## config.mk

```make
export PLATFORM = sky130hd
export DESIGN_NAME = l1_l2_arbiter
export DESIGN_NICKNAME = d
export VERILOG_FILES = /design/src/rtl/l1_l2_arbiter.sv
export SDC_FILE = /design/constraint.sdc
export NUM_CORES = 1
export LEC_CHECK = 0
export CORE_AREA = 2 2 285 287
export CTS_CLUSTER_SIZE = 16
export DETAILED_ROUTE_END_ITERATION = 8
export DIE_AREA = 0 0 287 289
export GPL_TIMING_DRIVEN = 0
export PLACE_DENSITY = 0.41
export SLEW_MARGIN = 20
export SYNTH_ARGS = -nofsm -noshare
export SYNTH_HDL_FRONTEND = slang
export SYNTH_SLANG_ARGS = --single-unit
```

## constraint.sdc

```tcl
create_clock -name clk -period 7.5 [get_ports clk]
set_input_delay 0.75 -clock clk [delete_from_list [all_inputs] [get_ports clk]]
set_output_delay 0.75 -clock clk [all_outputs]
set_load 0.02 [all_outputs]
```

## src/rtl/l1_l2_arbiter.sv

```systemverilog
// l1_l2_arbiter: round-robin sharing of one L2 port between the L1 I-cache and D-cache,
// with saturating per-requester wait counters.
module l1_l2_arbiter #(
    parameter int ADDR_WIDTH = 16,
    parameter int LINE_WIDTH = 128
) (
    input  logic                  clk,
    input  logic                  reset,
    input  logic                  i_mem_read,
    input  logic [ADDR_WIDTH-1:0] i_mem_address,
    output logic [LINE_WIDTH-1:0] i_mem_rdata,
    output logic                  i_mem_resp,
    input  logic                  d_mem_read,
    input  logic                  d_mem_write,
    input  logic [ADDR_WIDTH-1:0] d_mem_address,
    input  logic [LINE_WIDTH-1:0] d_mem_wdata,
    output logic [LINE_WIDTH-1:0] d_mem_rdata,
    output logic                  d_mem_resp,
    output logic                  l2_read,
    output logic                  l2_write,
    output logic [ADDR_WIDTH-1:0] l2_address,
    output logic [LINE_WIDTH-1:0] l2_wdata,
    input  logic [LINE_WIDTH-1:0] l2_rdata,
    input  logic                  l2_resp,
    output logic [15:0]           i_wait_count,
    output logic [15:0]           d_wait_count
);
    typedef enum logic [1:0] {IDLE, SERVE_I, SERVE_D} state_t;
    state_t state;
    logic last_grant, write_q;
    logic [ADDR_WIDTH-1:0] addr_q;
    logic [LINE_WIDTH-1:0] wdata_q;
    logic i_req, d_req, grant_i, grant_d, i_wait_inc, d_wait_inc;
    assign i_req = i_mem_read;
    assign d_req = d_mem_read | d_mem_write;
    // On a tie the side that did not win last time gets the port.
    assign grant_i = (state == IDLE) & i_req & (~d_req | last_grant);
    assign grant_d = (state == IDLE) & d_req & (~i_req | ~last_grant);
    assign i_wait_inc = i_req & ((state == SERVE_D) | grant_d);
    assign d_wait_inc = d_req & ((state == SERVE_I) | grant_i);
    assign l2_read = (state != IDLE) & ~write_q;
    assign l2_write = (state != IDLE) & write_q;
    assign l2_address = addr_q;
    assign l2_wdata = wdata_q;
    assign i_mem_resp = (state == SERVE_I) & l2_resp;
    assign d_mem_resp = (state == SERVE_D) & l2_resp;
    assign i_mem_rdata = (state == SERVE_I) ? l2_rdata : '0;
    assign d_mem_rdata = (state == SERVE_D) ? l2_rdata : '0;
    always_ff @(posedge clk or posedge reset) begin
        if (reset) begin
            state <= IDLE;
            last_grant <= 1'b1;
            addr_q <= '0;
            wdata_q <= '0;
            write_q <= 1'b0;
            i_wait_count <= '0;
            d_wait_count <= '0;
        end else begin
            if (grant_i) begin
                state <= SERVE_I;
                addr_q <= i_mem_address;
                write_q <= 1'b0;
                last_grant <= 1'b0;
            end else if (grant_d) begin
                state <= SERVE_D;
                addr_q <= d_mem_address;
                wdata_q <= d_mem_wdata;
                write_q <= d_mem_write;
                last_grant <= 1'b1;
            end else if (state != IDLE && l2_resp) begin
                state <= IDLE;
            end
            if (i_wait_inc && i_wait_count != 16'hFFFF) i_wait_count <= i_wait_count + 16'd1;
            if (d_wait_inc && d_wait_count != 16'hFFFF) d_wait_count <= d_wait_count + 16'd1;
        end
    end
endmodule
```

Word-level counts from Yosys, hierarchy flattened
Cells that the tools add are included.

storage, ports and cells
  flip-flop bits (word level) = 180
  bits in latches = 0
  memory bits (writable) = 0
  ROM bits = 0
  input port bits = 294
  word-level logic and storage cells = 52
  memories kept = 0

cells by class
  add/subtract/negate cells = 2
  multiply operators = 0
  divide/modulo/power cells = 0
  $lt $le $gt $ge = 0
  eq/ne operators = 4
  shifts and indexed selects = 0
  multiplexer cells = 11
  bitwise logic cells = 20
  reductions and logical operators = 8

operators with widths
  operator                                        number
  two-way mux 128 bit                             2
  adder 16 x 1 -> 16 bit (second input constant)  2
  two-way mux 16 bit                              2
  != test 16 bit (second input constant)          2
  bitwise AND 1 bit                               10
  two-way mux 2 bit                               3
  NOT 1 bit                                       5
  bitwise OR 1 bit                                5
  two-way mux 1 bit                               4
  nonzero test 2 bit                              2
  logical AND 1 bit                               3
  nonzero test 3 bit                              1
  == test 2 x 1 -> 1 bit (second input constant)  1
  == test 2 bit (second input constant)           1
  zero test 2 bit                                 1
  AND reduction 2 bit                             1

Logic depth before layout (Yosys ltp)
Gate-level depths: netlist of run 1.

  word-level depth = 7
  depth in mapped cells = 7
  depth with buffers taken out = 5

Worst setup path after synthesis of run 1
No wires, ideal clock.

  path kind = register to output
  start = reg state[0]
  end = out d_mem_rdata[100]
  arrival time = 1.329 ns
  required time = 6.750 ns
  path slack = 5.421 ns
  stages on the path, launching flop included = 6
  cell sequence = dfrtp_1 -> buf_2 -> inv_1 -> clkbuf_1 -> clkbuf_1 -> and3_1

on the way
  longest elaborated chain between the ends = 2

RTL lines
  item                      line  RTL
  start: declaration        29    state_t state;
  start signal: assignment  51    state <= IDLE;
  start signal: assignment  60    state <= SERVE_I;
  start signal: assignment  65    state <= SERVE_D;
  == test 2 bit             48    assign d_mem_rdata = (state == SERVE_D) ? l2_rdata : '0;
  two-way mux 128 bit       48
  end: declaration          17    output logic [LINE_WIDTH-1:0] d_mem_rdata,

No other way between the ends.

Worst setup path after layout of run 1
  start = reg state[1]
  end = out i_mem_rdata[102]

on the way
  longest elaborated chain between the ends = 2

RTL lines
  item                    line  RTL
  == test 2 x 1 -> 1 bit  47    assign i_mem_rdata = (state == SERVE_I) ? l2_rdata : '0;
  two-way mux 128 bit     47
  end: declaration        11    output logic [LINE_WIDTH-1:0] i_mem_rdata,

No other way between the ends.

==> results of run 1 <==
==> cells in the mapped netlist, types with 2 or more instances <==
cell type | number | area share (%)
clkbuf_1 | 62 | 2.6
nor2_1 | 6 | 0.25
and3_1 | 262 | 18
a21oi_1 | 21 | 1.2
nand2_1 | 15 | 0.62
inv_1 | 21 | 0.87
mux2_1 | 3 | 0.37
nand3_2 | 2 | 0.22
xnor2_1 | 19 | 1.8
xor2_1 | 6 | 0.58
o2111ai_1 | 2 | 0.19
mux2_2 | 130 | 16
ha_1 | 2 | 0.28
nand3_1 | 14 | 0.77
nand4_1 | 12 | 0.83
o22ai_1 | 16 | 1.1
dfrtp_1 | 179 | 49
nor4_2 | 2 | 0.28
buf_2 | 16 | 0.88
nor3_1 | 4 | 0.22
and4_1 | 3 | 0.29
o21ai_0 | 4 | 0.22
==> worst reg2reg max path, cell delays in order, from the launching register on <==
cell      delay (ns)
dfrtp_1         0.54
nor2_2          0.30
o211ai_1        0.23
buf_2           0.27
clkbuf_2        0.37
o22ai_1         0.73
a21oi_1         0.09
==> worst paths after layout <==
check                      startpoint                to  slack, ns  cells past startpoint
min in group asynchronous       reset     l2_address[3]       0.68                      2
max in group asynchronous       reset  i_wait_count[14]       5.72                      4
hold reg to reg            last_grant        last_grant       0.49                      2
hold / removal             last_grant        last_grant       0.49                      2
setup / recovery             state[1]  i_mem_rdata[102]       3.19                      5
setup reg to reg             state[1]     l2_address[1]       4.80                      6
==> cell type report <==
class | count | share of cell area [%]
sequential | 180 | 24.5
clock buffer | 18 | 2.34
timing repair buffer | 731 | 40.0
multi-input combinational | 544 | 22.6
clock inverter | 14 | 0.961
antenna | 6 | 0.0818
inverter | 22 | 0.491
tap | 1060 | 7.22
buffer | 78 | 1.72
==> routing by layer <==
| layer | up-vias | routed length (microns) | track usage [%] |
|---|---|---|---|
| li1 | 4479 | - | - |
| met1 | 4796 | 22900 | 15.5 |
| met2 | 536 | 31300 | 25.7 |
| met3 | 58 | 5250 | 4.12 |
| met4 | 0 | 1200 | 4.04 |
| met5 | - | 0 | 0 |
==> power breakdown <==
group	total [mW]	internal [mW]	switching, mW
Sequential	1.68	1.42	0.258
Clock	0.943	0.528	0.415
Combinational	4.82	2.22	2.60
==> cell families (layout without fill, tap and decap cells) <==
family                   count (synthesis)  after routing  share of synthesized area (%)
buffers and inverters                  100            863                           4.37
flip-flops                             180            180                           49.8
multiplexers                           134            134                           16.7
adder cells (fa/ha/maj)                  2              2                          0.276
XOR/XNOR                                25             25                           2.42
other                                    0              6                              0
AO/OA/AOI/OAI                           52             52                           3.83
AND/OR/NAND/NOR                        331            331                           22.7
==> state kept, by name, indices dropped and copies added (netlist names) <==
| name | flops |
|---|---|
| l2_address | 16 |
| l2_wdata | 128 |
| last_grant | 1 |
| state | 2 |
| write_q | 1 |
| d_wait_count | 16 |
| i_wait_count | 16 |
==> results.md, run 1 <==
* Hold Crit Class: reg2reg
* Synthesized flop and latch total at 180
* Slew margin rel. at 39.0%
* Final net count at 1870
* WP buf/inv at 4
* CTS root buffer: clkbuf_16
* Gr ovfl total at 0
* Via count at 9869
* Worst-path fanout max at 10
* Critical path, cell by cell: inv_2 > clkbuf_1 > clkbuf_1 > and3_1 > clkdlybuf4s50_1
* FMAX at 0.232 GHz
* CTS tree: built
* Vias in the first global route at 10600
* Die Y at 289 microns
* Worst setup path class: reg2out
* Placer Congestion at 0.885
* Prevailing post-synth register cell: dfrtp_1
* CTS clock-pin slew for the worst setup and hold paths at 0.07 ns
* Cts repair resizes at 0
* I/O pin count at 730
* RSZ-0062 raised after global routing: false
* Post-DP HPWL at 51300 microns
* CP Launch Type: flop
* Final cell count without fillers at 2653
* Final design utilization at 23.0%
* Final wirelength at 60700 microns
* GRT Util Overall at 14.0%
* Number of enable flip-flop cells after synthesis at 0
* Layout cells sized above 1 at 12.2%
* Ys async rst share at 100%
* Via density at 3.72
* Placed Instances at 2615
* Routed Antenna Nets at 0
* Reg area at 4510 sq um
* CTS Hold Bufs at 0
* CP arrival at 3.56 ns
* Final Hold Fails at 0
* H-tree Lvls at 4
* Worst VDD drop at 0.000153 V
* DRT iter0 DRCs at 413
* Synth Instances at 824
* Area occupied by multi-input gates at 4150 sq um
* Num CTS Buffers at 17
* Fin Setup TNS at 0 ns
* Minimum clock period after layout at 4.31 ns
* Crit path max-delay family: buffers and inverters
* Final WS setup at 3.19 ns
* Most frequent cells in the layout: clkdlybuf4s50_1 (729), and3_1 (262), dfrtp_1 (179)
* Clock buffer depth at 2
* Row count at 104
* Area Overhead vs Synth at 103%
* Port Buf Inserts at 729
* Initial antenna violation count at 28
* DRT Pass-1 Iters at 4
* CP dominant cell by count: clkbuf_1
* Core Region at 79900 sq um
* Clock skew at 0.0124 ns
* Power, Total at 7.45 mW
* Leak at 7.77 nW
* WL/cell at 22.9 microns
* Most common cell after layout, fill and taps aside: clkdlybuf4s50_1
* Finished Cell Area at 18400 sq um
* Starting density of the core at 11.3%
* Final setup viols at 0
* Post-placement setup slack at 3.47 ns
* Worst-Margin Slew at 0.915 ns
* Synthesis Warnings at 0
* Drt drc at 0
* Die W at 287 microns
* Largest net degree at the start of global routing at 84
* First-pass GRT wire length at 82000 microns
* P per Cell Area at 406 nW/um^2
* Die area at 82900 sq um
* Slowest cell on crit path: clkbuf_1
* Synthesized area at 9050 sq um
* Max stage delay on crit path at 0.72 ns
* Hold_ws at 0.487 ns
* Status: completed
* Cell variety after synth at 45
* Syn Nets at 1120
* Max-slew violations at 0
* CP Capture Type: output pin
* Avg Inst Size Synth at 11.0 sq um
* CP required at 6.75 ns
* Placed Area at 17700 sq um
* Setup repair bufs after CTS at 0
* Period utilisation layout at 57.5%
* Max-cap violations at 0
* Clock Latency Late Sink at 0.47 ns
* Proportion of synthesized chip area in sequential cells at 49.8%
* Number of fill cells at 8687
* Total clock sinks at 180
Note: power is estimated with default switching activity, not from simulation.
==> run 2, diff against run 1 <==
- CORE_AREA: 2 2 285 287 -> 2 2 282 284
- DIE_AREA: 0 0 287 289 -> 0 0 284 286
- PLACE_DENSITY: 0.41 -> 0.43
- clock period: 7.5 -> 3.66 ns (I/O delays scaled with it)
==> results.md, run 2 (synthesis gave the netlist of run 1 again) <==
* CTS root buffer: clkbuf_16
* Via density at 3.78
* Reg2Reg Depth at 6
* Layout cells sized above 1 at 12.5%
* DRT iter0 DRCs at 458
* RSZ-0062 raised after global routing: false
* Placed Area at 17800 sq um
* GRT Util Overall at 15.5%
* CP Launch Type: flop
* Final setup viols at 0
* Max-slew violations at 0
* Hold Crit Class: in2async
* Routed Antenna Nets at 0
* Max-cap violations at 0
* Clock skew at 0.0114 ns
* Clock Latency Late Sink at 0.44 ns
* Via count at 10000
* Final wirelength at 65900 microns
* P per Cell Area at 830 nW/um^2
* Cts repair resizes at 0
* Die W at 284 microns
* Worst-Margin Slew at 0.804 ns
* Drt drc at 0
* First-pass GRT wire length at 89000 microns
* Total clock sinks at 180
* CP Capture Type: output pin
* I/O pin count at 730
* WL/cell at 24.8 microns
* DRT Pass-1 Iters at 4
* CTS clock-pin slew for the worst setup and hold paths at 0.08 ns
* CP arrival at 3.13 ns
* Die area at 81200 sq um
* Core Region at 78400 sq um
* R2R Path End: l2_wdata[87]
* Leak at 7.79 nW
* Largest net degree at the start of global routing at 32
* Worst-path fanout max at 10
* Initial antenna violation count at 41
* Num CTS Buffers at 17
* Die Y at 286 microns
* Minimum clock period after layout at 3.50 ns
* Final Hold Fails at 0
* CP required at 3.29 ns
* Period utilisation layout at 95.6%
* Port Buf Inserts at 729
* H-tree Lvls at 4
* Reg-to-reg critical path startpoint: state[0]
* Largest register FFs at 128
* Gr ovfl total at 0
* Post-placement setup slack at 0.231 ns
* Final WS setup at 0.162 ns
* CTS tree: built
* Area Overhead vs Synth at 103%
* Setup repair bufs after CTS at 0
* Final net count at 1873
* Worst VDD drop at 0.000386 V
* Row count at 103
* Placer Congestion at 0.901
* Most common cell after layout, fill and taps aside: clkdlybuf4s50_1
* FMAX at 0.286 GHz
* Most frequent cells in the layout: clkdlybuf4s50_1 (729), and3_1 (262), dfrtp_1 (179)
* Worst setup path class: reg2out
* Starting density of the core at 11.5%
* Clock buffer depth at 2
* Slew margin rel. at 46.4%
* Status: completed
* Finished Cell Area at 18400 sq um
* Vias in the first global route at 10700
* CTS Hold Bufs at 0
* FF-to-FF setup slack at 1.12 ns
* Post-DP HPWL at 56100 microns
run 2: cell count changes in the layout (fill, tap and decap cells not counted), moves of 3 or more:
| cell | previous run | this run |
|---|---|---|
| inv_6 | 4 | 1 |
| diode_2 | 6 | 12 |
| bufinv_16 | 3 | 0 |
| inv_8 | 1 | 5 |
| buf_12 | 0 | 5 |
| clkinv_4 | 3 | 6 |
run 2: area by class of cell:
class / count / area [sq um]
antenna: 12 / 30.0
buffer: 77 / 312
clock buffer: 18 / 429
clock inverter: 14 / 139
fill: 8545 / 60000
inverter: 22 / 86.3
multi-input combinational: 544 / 4150
sequential: 180 / 4510
tap: 1050 / 1310
timing repair buffer: 735 / 7420
run 2: worst max path at each step:
| stage | start | end | slack, ns | cells past startpoint |
|---|---|---|---|---|
| CTS | state[0] | d_mem_rdata[28] | 0.08 | 6 |
| global placement | reset | l2_wdata[70] | -0.81 | 2 |
| finish | state[0] | i_mem_rdata[31] | 0.16 | 5 |
| detailed placement | state[1] | i_mem_rdata[33] | 0.23 | 5 |
| global route | state[0] | d_mem_rdata[28] | 0.03 | 6 |
| floorplan | reset | d_wait_count[0] | 0.99 | 1 |
run 2: report_power, final:
group	total [mW]	leakage, nW	switching [mW]	internal, mW
Sequential	3.46	2.14	0.548	2.91
Clock	1.86	0.281	0.952	0.909
Combinational	9.94	5.36	5.38	4.56
run 2: worst max-delay path, stage by stage, from the launching register on:
cell	delay (ns)
dfrtp_1	0.32
buf_2	0.27
clkbuf_1	0.63
clkbuf_1	0.46
and3_1	0.28
clkdlybuf4s50_1	0.72
run 2: per-layer routing:
layer	GRT usage (%)	wire [microns]
met5	0	69
met4	5.04	2310
met3	5.42	5790
met2	28.9	33700
met1	16.3	24000
run 2: through the flow:
stage / cells / hold slack [ns] / utilization [%] / setup TNS (ns) / power (mW)
after floorplan: 824 / 0.461 / - / 0 / 8.27
after global placement: 2603 / 0.485 / 22.5 / -136.76 / 13.5
after detailed placement: 2609 / 0.484 / 22.7 / 0 / 13.5
after CTS: 2640 / 0.306 / 23.4 / 0 / 15.5
after global routing: 2645 / 0.354 / 23.4 / 0 / 16.1
final: 2652 / 0.320 / 23.5 / 0 / 15.3
